**src/rtl/pipeline_sequencer.sv**
```systemverilog
// pipeline_sequencer: hazard, forwarding, freeze and halt control for a 5-stage pipeline
module pipeline_sequencer #(
    parameter int CNT_W = 16,
    parameter int NOWR  = 31
) (
    input  logic             clk,
    input  logic             rst_n,
    input  logic             id_valid,
    input  logic [3:0]       id_rs0,
    input  logic [3:0]       id_rs1,
    input  logic             id_use_rs1,
    input  logic [4:0]       id_wr,
    input  logic             id_write,
    input  logic             id_load,
    input  logic             id_mem,
    input  logic             id_halt,
    input  logic             ex_taken,
    input  logic             mem_ready,
    output logic             stall_if,
    output logic             stall_id,
    output logic             bubble_ex,
    output logic             flush,
    output logic             freeze,
    output logic [1:0]       fwd0,
    output logic [1:0]       fwd1,
    output logic             halted,
    output logic [CNT_W-1:0] issue_count
);
    typedef struct packed {
        logic       v;
        logic [4:0] wr;
        logic       wen;
        logic       ld;
        logic       mem;
        logic       halt;
    } slot_t;
    typedef enum logic [1:0] {RUN, DRAIN, HALTED} state_t;
    localparam logic [4:0] NW = NOWR[4:0];
    state_t state, state_nx;
    slot_t  ex_s, mem_s, wb_s, id_s;
    logic   frz, lu, run, fl, sid, bub, issue;
    function automatic logic hit(slot_t s, logic [3:0] rs);
        return s.v & s.wen & (s.wr != NW) & (s.wr == {1'b0, rs});
    endfunction
    function automatic logic [1:0] src(slot_t e, slot_t m, slot_t w, logic [3:0] rs);
        return (hit(e, rs) & ~e.ld) ? 2'b01 : hit(m, rs) ? 2'b10 : hit(w, rs) ? 2'b11 : 2'b00;
    endfunction
    assign id_s = {1'b1, id_wr, id_write, id_load, id_mem, id_halt};
    // Resolve freeze > flush > load-use > normal and the halt-drain FSM transitions
    always_comb begin
        state_nx = state;
        run      = state == RUN;
        frz      = mem_s.v & mem_s.mem & ~mem_ready;
        lu       = id_valid & ex_s.ld & (hit(ex_s, id_rs0) | (id_use_rs1 & hit(ex_s, id_rs1)));
        fl       = run & ~frz & ex_taken;
        sid      = frz | ~run | (~fl & lu);
        bub      = ~frz & (~run | fl | lu);
        issue    = run & ~frz & ~fl & ~lu & id_valid;
        if (issue & id_halt)
            state_nx = DRAIN;
        if (state == DRAIN & wb_s.v & wb_s.halt & ~frz)
            state_nx = HALTED;
    end
    assign stall_if  = rst_n & sid;
    assign stall_id  = rst_n & sid;
    assign bubble_ex = rst_n & bub;
    assign flush     = rst_n & fl;
    assign freeze    = rst_n & frz;
    assign halted    = rst_n & (state == HALTED);
    assign fwd0      = rst_n ? src(ex_s, mem_s, wb_s, id_rs0) : 2'b00;
    assign fwd1      = (rst_n & id_use_rs1) ? src(ex_s, mem_s, wb_s, id_rs1) : 2'b00;
    // State, shadow slots and issue counter; slots hold while frozen and stay empty once halted
    always_ff @(posedge clk or negedge rst_n) begin
        if (!rst_n) begin
            state       <= RUN;
            ex_s        <= '0;
            mem_s       <= '0;
            wb_s        <= '0;
            issue_count <= '0;
        end else begin
            state <= state_nx;
            if (state == HALTED) begin
                ex_s  <= '0;
                mem_s <= '0;
                wb_s  <= '0;
            end else if (!frz) begin
                ex_s  <= issue ? id_s : '0;
                mem_s <= ex_s;
                wb_s  <= mem_s;
            end
            if (issue)
                issue_count <= issue_count + CNT_W'(1);
        end
    end
endmodule

```
**config.mk**
```make
export PLATFORM = sky130hd
export DESIGN_NAME = pipeline_sequencer
export DESIGN_NICKNAME = d
export VERILOG_FILES = /design/src/rtl/pipeline_sequencer.sv
export SDC_FILE = /design/constraint.sdc
export NUM_CORES = 1
export LEC_CHECK = 0
export CORE_UTILIZATION = 45
export CTS_BUF_LIST = sky130_fd_sc_hd__clkbuf_8 sky130_fd_sc_hd__clkbuf_16
export DETAILED_ROUTE_END_ITERATION = 7
export PLACE_DENSITY = 0.71
export REMOVE_ABC_BUFFERS = 1
export SLEW_MARGIN = 30
export SYNTH_ARGS = -nofsm -noshare
export SYNTH_HDL_FRONTEND = slang
export SYNTH_SLANG_ARGS = --single-unit
```
**constraint.sdc**
```tcl
create_clock -name clk -period 2.5 [get_ports clk]
set_input_delay 0.5 -clock clk [delete_from_list [all_inputs] [get_ports clk]]
set_output_delay 0.5 -clock clk [all_outputs]
set_load 0.01 [all_outputs]
```
==> flow_summary_export.csv <==
group,metric,value,unit
routing,viasPerCell,5.16,
routing,drtIter0Drc,129,
timing,slew_headroom,0.703,
die,die_area,5620,um2
clock_tree,numCtsBuffers,5,
final_layout,diodes,0,
clock_tree,cts_tree,"built",
final_layout,area_growth,37.1,%
grt,first_global_vias,1938,
critical_path,path_max_fanout,3,
final_layout,final_common_cell,"dfrtp_1",
final_layout,multiInputGateArea,1270,um2
placement,hpwl,4190,um
critical_path,cp_data_arrival_time,1.99,ns
synthesis,seq_area_frac_synth,0.470,
synthesis,synth_seq_cells,45,
timing,tightest_slew,0.444,ns
grt,grt_overflow,0,
clock_tree,root_buffer,"clkbuf_8",
clock_tree,clock-sinks,45,
critical_path,startpoint_type,"input port",
timing,max_freq,0.401,GHz
run_status,status,"finished, final reports clean",
placement,dpl.cell_count,376,
placement,port_buffers,48,
synthesis,synthCells,234,
routing,num_vias,1987,
timing,hold_viol,0,
power,powerDensity,529,nW/um2
routing,drcViolationCount,0,
clock_tree,clk_pin_slew,0.08,ns
power,p_leak,1.51,nW
final_layout,mostFrequentLayoutCells,"dfrtp_1, nand2_1, buf_4, clkdlybuf4s50_1, xor2_1",
synthesis,synth_edf_count,0,
routing,wire_per_inst,14.4,um
die,die_h,75.0,um
synthesis,yosysUniqueCellTypes,48,
timing,report.final.setup_viol,0,
timing,rsz0062_at_grt,"yes",
timing,period_share,0.996,
timing,drv_slew,0,
min_path,hp-class,"input port to async pin",
die,design.core.area,5110,um2
timing,fin_hold_ws,0.198,ns
grt,grt_start_max_net_pins,19,
die,start_util,0.469,
grt,grt_usage,0.214,
final_layout,fillers,452,
timing,clock_skew,0.00775,ns
synthesis,syn_area,2400,um2
critical_path,critical_path_class,"input port to output pin",
placement,gp_congestion,0.811,
routing,routed_wl,5530,um
die,fp.dieW,75.0,um
routing,ant_nets,0,
final_layout,nets,338,
synthesis,async_flop_share,1.00,
clock_tree,clk_latency,0.29,ns
clock_tree,cts.htree.levels,2,
final_layout,seq_area,1130,um2
die,ios,49,
grt,antenna_found_initial,0,
synthesis,synth_flop_cell,"dfrtp_1",
critical_path,crit_path_end_kind,"output pin",
synthesis,avgSynthCellArea,10.2,um2
grt,grt_pass1_wl,8950,um
clock_tree,clock_path_buffers,2,
synthesis,yosysWarningCount,0,
critical_path,required,2.00,ns
final_layout,drive_above_1_share,0.254,
timing,finalCriticalPeriod,2.49,ns
power,vdd_ir_drop_max,0.334,mV
flow_run,drv_cap,0,
routing,dr.pass1.iters,4,
die,rows,26,
final_layout,instances_no_fill,385,
==> per-layer routing <==
layer	GRT usage	routed length [um]	up-vias
met5	0	0	-
met3	0.0428	178	8
li1	-	-	973
met2	0.350	2730	43
met4	0.0671	99	0
met1	0.288	2530	963
==> synthesized netlist by cell type (3+ instances only) <==
library cell	instances	area (um2)
a21oi_1	15	75.1
clkbuf_1	4	15.0
a22o_1	8	70.1
nor3b_1	3	22.5
xnor2_1	19	166
and3_1	6	37.5
nand3_1	8	40.0
nand2_1	40	150
nor4_1	3	18.8
xor2_1	20	175
dfrtp_1	45	1130
nand4_1	7	43.8
nor3_1	3	15.0
nor2_1	11	41.3
==> layout make-up <==
class / instances / area share
repair buffers: 83 / 0.214
well taps: 70 / 0.0267
clock inverters: 3 / 0.00457
clock buffers: 5 / 0.0209
multi-input cells: 177 / 0.388
flip-flops and latches: 45 / 0.343
inverters: 2 / 0.00228
==> flip-flops by register name (all words and copies together) (netlist names) <==
name and count:
issue_count 16, ex_s 10, mem_s 9, wb_s 8, state 2
==> stage by stage <==
stage | setup slack (ns) | util | setup TNS, ns | instance area, um2 | total power (W)
after floorplan | 0.422 | - | 0 | 2330 | 0.00108
after global placement | -0.600 | 0.618 | -3.96 | 3160 | 0.00131
after detailed placement | -0.646 | 0.618 | -4.12 | 3160 | 0.00132
after CTS | -0.0819 | 0.639 | -0.0819 | 3270 | 0.00175
after global routing | -0.0225 | 0.643 | -0.0278 | 3290 | 0.00184
final | 0.00879 | 0.643 | 0 | 3290 | 0.00174
==> worst max-delay path, stage by stage <==
cell and delay [ns]:
dlygate4sd2_1 0.29, xor2_1 0.16, or4_1 0.48, nor3_2 0.15, buf_4 0.14, a21oi_1 0.03
nor2_1 0.10, buf_2 0.13
==> logic make-up (layout without fill, tap and decap cells) <==
kind of cell | Yosys count | count (layout) | synth area share
XOR/XNOR | 39 | 39 | 0.142
flip-flops | 45 | 45 | 0.470
AO/OA/AOI/OAI | 33 | 33 | 0.101
buffers and inverters | 12 | 93 | 0.0329
AND/OR/NAND/NOR | 103 | 103 | 0.244
multiplexers | 1 | 1 | 0.00470
adder cells (fa/ha/maj) | 1 | 1 | 0.00522
==> final timing paths <==
| path | slack [ns] | depth (start not counted) | to | start |
|---|---|---|---|---|
| min in group clk | 0.47 | 1 | issue_count[15]$_DFFE_PN0P_ | issue_count[15]$_DFFE_PN0P_ |
| hold / removal | 0.20 | 2 | mem_s[6]$_DFFE_PN0P_ | rst_n |
| setup / recovery | 0.009 | 8 | fwd0[1] | id_rs0[3] |
| max in group asynchronous | 2.07 | 2 | ex_s[5]$_DFFE_PN0P_ | rst_n |
| hold reg to reg | 0.47 | 1 | issue_count[15]$_DFFE_PN0P_ | issue_count[15]$_DFFE_PN0P_ |
| setup reg to reg | 0.56 | 8 | ex_s[1]$_DFFE_PN0P_ | ex_s[4]$_DFFE_PN0P_ |
==> report_power, final <==
group	leakage [nW]	switching [W]	total, W	internal [W]
Sequential	0.613	0.0000775	0.000876	0.000798
Combinational	0.854	0.000197	0.000433	0.000236
Clock	0.0467	0.000239	0.000429	0.000190
Total	1.51	0.000513	0.00174	0.00122
==> timing repair <==
action | 4_1_cts | 5_1_grt
gates resized for setup | 46 | 8
endpoints found under the setup margin | 9 | 5
setup buffers | 0 | 1
hold buffers | 0 | 0
pin swaps | 9 | 9
No activity file was read; power rests on OpenSTA's default activity.
